**config.mk**
```make
export PLATFORM = sky130hd
export DESIGN_NAME = abro_state_machine
export DESIGN_NICKNAME = d
export VERILOG_FILES = /design/src/rtl/abro_pkg.sv /design/src/rtl/abro_state_machine.sv
export SDC_FILE = /design/constraint.sdc
export NUM_CORES = 1
export LEC_CHECK = 0
export CELL_PAD_IN_SITES_DETAIL_PLACEMENT = 1
export CELL_PAD_IN_SITES_GLOBAL_PLACEMENT = 1
export CORE_AREA = 2 2 39 41
export CTS_BUF_LIST = sky130_fd_sc_hd__clkbuf_8
export DETAILED_ROUTE_END_ITERATION = 10
export DIE_AREA = 0 0 41 43
export DONT_BUFFER_PORTS = 1
export GPL_ROUTABILITY_DRIVEN = 0
export PLACE_DENSITY = 0.44
export SETUP_SLACK_MARGIN = 0.5
export SYNTH_ARGS = -nofsm -noshare
export SYNTH_HDL_FRONTEND = slang
export SYNTH_SLANG_ARGS = --single-unit
```
**constraint.sdc**
```tcl
create_clock -name clk -period 1.3 [get_ports clk]
set_input_delay 0.26 -clock clk [delete_from_list [all_inputs] [get_ports clk]]
set_output_delay 0.26 -clock clk [all_outputs]
set_load 0.02 [all_outputs]
```
**src/rtl/abro_pkg.sv**
```systemverilog
// Shared definitions for the ABRO controller: state width and the one-hot
// state encoding exported on the State port.
package abro_pkg;

  localparam int STATE_W = 4;

  typedef enum logic [STATE_W-1:0] {
    WAIT_AB = 4'b0001,  // no event seen yet
    WAIT_B  = 4'b0010,  // A seen, B pending
    WAIT_A  = 4'b0100,  // B seen, A pending
    DONE    = 4'b1000   // both seen, parked until reset
  } abro_state_e;

endpackage

```
**src/rtl/abro_state_machine.sv**
```systemverilog
// ABRO controller: waits for events A and B in any order (or together),
// emits a single-cycle registered O pulse on entry to DONE, then stays in
// DONE until the synchronous reset (the R event) restarts the sequence.
// Both outputs come straight from flops; there is no input-to-output
// combinational path.
module abro_state_machine
  import abro_pkg::*;
(
  input  logic               clk,
  input  logic               reset,
  input  logic               A,
  input  logic               B,
  output logic               O,
  output logic [STATE_W-1:0] State
);

  abro_state_e state_q;
  abro_state_e state_d;
  logic        o_q;
  logic        o_d;

  // Next-state and pulse logic; any non-one-hot state falls back to WAIT_AB.
  always_comb begin
    state_d = state_q;
    case (state_q)
      WAIT_AB: begin
        if (A && B)      state_d = DONE;
        else if (A)      state_d = WAIT_B;
        else if (B)      state_d = WAIT_A;
        else             state_d = WAIT_AB;
      end
      WAIT_B:  state_d = B ? DONE : WAIT_B;
      WAIT_A:  state_d = A ? DONE : WAIT_A;
      DONE:    state_d = DONE;
      default: state_d = WAIT_AB;
    endcase
    // O fires only on the transition into DONE, never while parked there.
    o_d = (state_d == DONE) && (state_q != DONE);
  end

  // State and O registers; reset has priority over A/B.
  always_ff @(posedge clk) begin
    if (reset) begin
      state_q <= WAIT_AB;
      o_q     <= 1'b0;
    end else begin
      state_q <= state_d;
      o_q     <= o_d;
    end
  end

  assign State = state_q;
  assign O     = o_q;

endmodule

```
==> results of run 1 <==
worst max-delay path by stage:
stage          slack, ps           startpoint           end
2_1_floorplan         70  State[2]$_SDFF_PP0_  O$_SDFF_PP0_
3_3_place_gp          90  State[0]$_SDFF_PP1_  O$_SDFF_PP0_
3_5_place_dp          70  State[1]$_SDFF_PP0_  O$_SDFF_PP0_
4_1_cts               90  State[2]$_SDFF_PP0_  O$_SDFF_PP0_
5_1_grt                5  State[0]$_SDFF_PP1_  O$_SDFF_PP0_
6_report             100  State[2]$_SDFF_PP0_  O$_SDFF_PP0_
final cells by class:
type	count	area, µm²
Fill cell	159	877
Multi-Input combinational cell	28	220
Sequential cell	5	115
Timing Repair Buffer	10	106
Clock buffer	3	41.3
Tap cell	16	20.0
Clock inverter	1	3.75
repair_timing:
item	in CTS	in global routing
buffers inserted	5	2
gates resized for setup	9	4
setup endpoints to repair	10	10
pin swaps	1	3
endpoints found under the hold margin	0	0
registers in the layout, summed over array words and instances, names as in the netlist:
name   flops
O          1
State      4
power by group:
group          switching (W)  total [W]  internal [W]
Clock              0.0000786   0.000281      0.000203
Combinational      0.0000704   0.000177      0.000107
Sequential         0.0000396   0.000213      0.000173
Total               0.000189   0.000671      0.000482
metrics by stage:
step | instances | total power, W
after detailed placement | 52 | 0.000329
after global routing | 63 | 0.000712
after global placement | 52 | 0.000328
final | 63 | 0.000671
after floorplan | 36 | 0.000321
after CTS | 61 | 0.000662
worst max-delay path, stage by stage, from the launching register on:
cell,delay [ps]
dfxtp_4,350
xnor2_1,120
or3_1,330
a21oi_2,160
nor3b_2,160
synthesized netlist by cell type (all sizes together), types with 2 or more instances:
cell type	n	area share (%)
nand2	2	2.3
nor3b	2	6.3
nand4b	2	5.5
buf	3	8.6
a21oi	3	5.9
nor2	2	2.3
nand2b	4	7.8
dfxtp	5	31
o31ai	2	4.7
a211oi	2	4.7
or3	2	3.9
placed cells by master (no fill, tap or decap), types with 2 or more instances in the layout:
| cell type | n |
|---|---|
| nand2_1 | 2 |
| nand4b_1 | 2 |
| buf_4 | 4 |
| dfxtp_4 | 4 |
| nand2b_1 | 2 |
| nand2b_4 | 2 |
| nor2_1 | 2 |
| clkbuf_8 | 3 |
| o31ai_1 | 2 |
| a21oi_2 | 2 |
| buf_6 | 5 |
| a211oi_1 | 2 |
metal layers:
| metal | global-route usage (%) | vias up |
|---|---|---|
| met4 | 10.0 | 0 |
| met3 | 4.19 | 3 |
| li1 | - | 158 |
| met5 | 0 | - |
| met2 | 17.5 | 11 |
| met1 | 15.3 | 150 |
kinds of logic after synthesis:
family          count (synthesis)  share of synthesized area (%)
xor+xnor                        1                           2.73
simple gates                   17                           34.8
compound gates                 10                           22.7
buf+inv                         3                           8.59
flops                           5                           31.3
==> flow_metrics.env, run 1 <==
export IMPL_outcome="complete, no violations"
export IMPL_ys_ff_latch=5
export IMPL_tightestPinTransition_ps=199
export IMPL_cp_arrival_ps=1350
export IMPL_ys_seq_area_share_pct=31.3
export IMPL_overflow=0
export IMPL_synthFlopType="dfxtp_1"
export IMPL_reg2reg_depth=4
export IMPL_crit_path_max_fanout=4
export IMPL_startpoint_type="flip-flop"
export IMPL_rsz0062_at_grt="yes"
export IMPL_stdcell_area_um2=507
export IMPL_min_period_ps=1200
export IMPL_io_pins=9
export IMPL_die_w_um=41
export IMPL_num_nets_final=52
export IMPL_row_count=14
export IMPL_finalSetupViolCount=0
export IMPL_required_ps=1450
export IMPL_initial_core_util_pct=23.1
export IMPL_area_delta_synth_final_pct=58.2
export IMPL_r2r_slack_ps=100
export IMPL_highest_layer="met4"
export IMPL_grt_pass1_vias=316
export IMPL_grt_max_degree=10
export IMPL_firstDrtPassIters=3
export IMPL_drv_slew=0
export IMPL_cts_hold_fix_buffers=0
export IMPL_fin_crit_sh_pct=92.3
export IMPL_drive_gt1_share_pct=51.1
export IMPL_cts_root_buffer="clkbuf_8"
export IMPL_htree_levels=1
export IMPL_synth_cells=36
export IMPL_wl_per_cell_um=14.5
export IMPL_wl_met2_um=427
export IMPL_r2r_end="O$_SDFF_PP0_"
export IMPL_grt_usage_pct=12.7
export IMPL_fmax_mhz=833
export IMPL_grt_pass1_wl_um=1440
export IMPL_placed_area_um2=350
export IMPL_hold_viol_final=0
export IMPL_peakVddDrop_mv=0.265
export IMPL_hold_path_startpoint="reset"
export IMPL_die_area_um2=1760
export IMPL_place_port_buffers=0
export IMPL_setup_slack_ps=99.6
export IMPL_drv_cap=0
export IMPL_grt_antenna_before_repair=0
export IMPL_ys_warn_count=0
export IMPL_powerDensity_nw_per_um2=1320
export IMPL_antenna_cells=0
export IMPL_crit_type="flip-flop to flip-flop"
export IMPL_wl_met3_um=59
export IMPL_clock_latency_ps=220
export IMPL_setup_tns_ps=0
export IMPL_drc=0
export IMPL_final_setup_skew_ps=2.15
export IMPL_syn_avg_cell_area_um2=8.90
export IMPL_drt_antenna_violating_nets=0
export IMPL_met1Wirelength_um=396
export IMPL_num_vias=322
export IMPL_die_h_um=43
export IMPL_hold_end="State[1]$_SDFF_PP0_"
export IMPL_syn_nets=40
export IMPL_wirelength_um=912
export IMPL_ys_async_sr_fraction_pct=0
export IMPL_cts_tree="done"
export IMPL_fin_util_pct=36.6
export IMPL_synth_edf_count=0
export IMPL_hold_slack_ps=97.1
export IMPL_via_per_inst=5.11
export IMPL_r2r_start="State[2]$_SDFF_PP0_"
export IMPL_cts_inserted_buffers=3
export IMPL_core_area_um2=1380
export IMPL_leakage_nw=0.205
export IMPL_syn_area_um2=320
export IMPL_first_iter_violations=1
export IMPL_post_place_ws_ps=73.9
export IMPL_clock_sinks=5
export IMPL_slew_limit_headroom_pct=86.6
export IMPL_endpoint_kind="flip-flop"
export IMPL_hold_path_depth=1
export IMPL_hold_path_class="input pin to flip-flop"
export IMPL_synth_distinct_cells=21
export IMPL_ctsLongestPathBuffers=2
export IMPL_clk_pin_slew_ps=40
(Power assumes the default switching activity.)
==> inputs of run 2 (changes only) <==
DONT_BUFFER_PORTS = not set   (was 1)
PLACE_DENSITY = 0.56   (was 0.44)
==> run 2 against run 1 <==
Global-route usage rose by 4.4 points. Register-to-register slack got worse by 50 ps. Worst hold slack improved by 420 ps. Critical path type unchanged.
==> flow_metrics.env, run 2 (same netlist as run 1, synthesis figures left out) <==
export IMPL_die_w_um=41
export IMPL_num_vias=369
export IMPL_min_period_ps=1250
export IMPL_firstDrtPassIters=3
export IMPL_peakVddDrop_mv=0.360
export IMPL_netSwitchingFraction_pct=29.8
export IMPL_io_pins=9
export IMPL_finalSetupViolCount=0
export IMPL_hold_viol_final=0
export IMPL_drv_slew=0
export IMPL_p_comb_share_pct=31.9
export IMPL_hold_path_class="input pin to flip-flop"
export IMPL_drv_cap=0
export IMPL_crit_buf_inv=0
export IMPL_endpoint_kind="flip-flop"
export IMPL_die_area_um2=1760
export IMPL_grt_pass1_wl_um=1950
export IMPL_grt_max_degree=11
export IMPL_leakage_nw=0.246
export IMPL_rsz0062_at_grt="yes"
export IMPL_tightestPinTransition_ps=231
export IMPL_largest_reg_flops=4
export IMPL_mostFrequentLayoutCells="8 x buf_4, 7 x buf_6, 3 x clkbuf_8"
export IMPL_final_setup_skew_ps=1.77
export IMPL_fin_util_pct=41.8
export IMPL_cp_arrival_ps=1400
export IMPL_antenna_cells=0
export IMPL_p_int_w=0.000505
export IMPL_worstPathCellList="nand2b_4 > a211o_1 > a21oi_2 > nor3b_2"
export IMPL_die_h_um=43
export IMPL_grt_usage_pct=17.1
export IMPL_row_count=14
export IMPL_place_port_buffers=8
export IMPL_drc=0
export IMPL_slew_limit_headroom_pct=84.5
export IMPL_required_ps=1450
export IMPL_place_hpwl_um=730
export IMPL_cts_tree="done"
export IMPL_first_iter_violations=3
export IMPL_r2r_slack_ps=50
export IMPL_power_share_clock_pct=39.7
export IMPL_initial_core_util_pct=23.1
export IMPL_crit_type="flip-flop to flip-flop"
export IMPL_cpPeakStageDelay_ps=380
export IMPL_crit_path_top_delay_cell="dfxtp_4"
export IMPL_fin_crit_sh_pct=96.0
export IMPL_layout_commonest_cell="buf_4"
export IMPL_clock_sinks=5
export IMPL_cp_top_family="compound AO/OA/AOI/OAI gates"
export IMPL_cts_root_buffer="clkbuf_8"
export IMPL_drt_antenna_violating_nets=0
export IMPL_power_share_sequential_pct=28.3
export IMPL_fillers=167
export IMPL_clock_latency_ps=220
export IMPL_hold_slack_ps=521
export IMPL_htree_levels=1
export IMPL_core_area_um2=1380
export IMPL_powerDensity_nw_per_um2=1250
export IMPL_fmax_mhz=801
export IMPL_wl_per_cell_um=15.5
export IMPL_grt_pass1_vias=395
export IMPL_overflow=0
export IMPL_area_delta_synth_final_pct=80.5
export IMPL_via_per_inst=5.13
export IMPL_outcome="complete, no violations"
export IMPL_clk_pin_slew_ps=40
export IMPL_wirelength_um=1120
export IMPL_startpoint_type="flip-flop"
export IMPL_cts_inserted_buffers=3
export IMPL_final_cells=72
export IMPL_drive_gt1_share_pct=57.1
export IMPL_grt_antenna_before_repair=0
export IMPL_p_switching_w=0.000214
export IMPL_num_nets_final=61
export IMPL_dp_cells=64
export IMPL_cts_hold_fix_buffers=0
export IMPL_crit_path_max_fanout=10
export IMPL_ctsLongestPathBuffers=2
==> run 2: cell type report <==
type	instances	area (µm²)	area share, %
sequential	5	110	19.0
multi-input combinational	28	231	40.0
clock inverter	1	3.75	0.649
tap	16	20.0	3.46
timing repair buffer	19	171	29.7
clock buffer	3	41.3	7.14
==> run 2: routing by layer <==
metal	vias to the layer above	global-route usage (%)	routed length [µm]
met4	0	14.0	36
met3	4	4.19	59
li1	174	-	-
met1	179	19.4	481
met2	12	25.3	539
met5	-	0	0
==> run 2: power groups by stage <==
stage / clock, W / combinational [W] / sequential (W)
floorplan: 0 / 0.000110 / 0.000210
CTS: 0.000295 / 0.000224 / 0.000202
global placement: 0 / 0.000181 / 0.000201
global route: 0.000300 / 0.000249 / 0.000206
finish: 0.000286 / 0.000230 / 0.000204
detailed placement: 0 / 0.000186 / 0.000202
==> run 2: stage by stage <==
step | setup WS [ps] | cell area, µm² | setup TNS (ps) | power [W]
final | 51.4 | 578 | 0 | 0.000720
after global placement | -139 | 460 | -500 | 0.000382
after detailed placement | -198 | 460 | -728 | 0.000388
after CTS | 99.4 | 566 | 0 | 0.000721
after floorplan | 69.7 | 342 | 0 | 0.000321
after global routing | -16.1 | 578 | -16.1 | 0.000754
==> run 2: worst paths after layout <==
kind | startpoint | endpoint | depth (start not counted)
worst max register to register | State[0]$_SDFF_PP1_ | O$_SDFF_PP0_ | 4
worst min register to register | State[1]$_SDFF_PP0_ | State[1]$_SDFF_PP0_ | 2
worst max-delay path | State[0]$_SDFF_PP1_ | O$_SDFF_PP0_ | 4
worst min-delay path | B | State[1]$_SDFF_PP0_ | 3
==> run 2: timing repair <==
item                                   4_1_cts  5_1_grt
gates resized for setup                     36        4
setup endpoints to repair                   10       10
pin swaps                                    5        1
buffers inserted                             3        1
endpoints found under the hold margin        0        0
==> run 2: worst register-to-register path: stages (launching register included) <==
cell and delay, ps:
dfxtp_4 380, nand2b_4 180, a211o_1 280, a21oi_2 170, nor3b_2 180
==> inputs of run 3 (changes only) <==
CTS_CLUSTER_DIAMETER = 100   (was not set)
==> results of run 3 <==
Same layout as run 2: the final DEF is identical, and so are final timing and power.
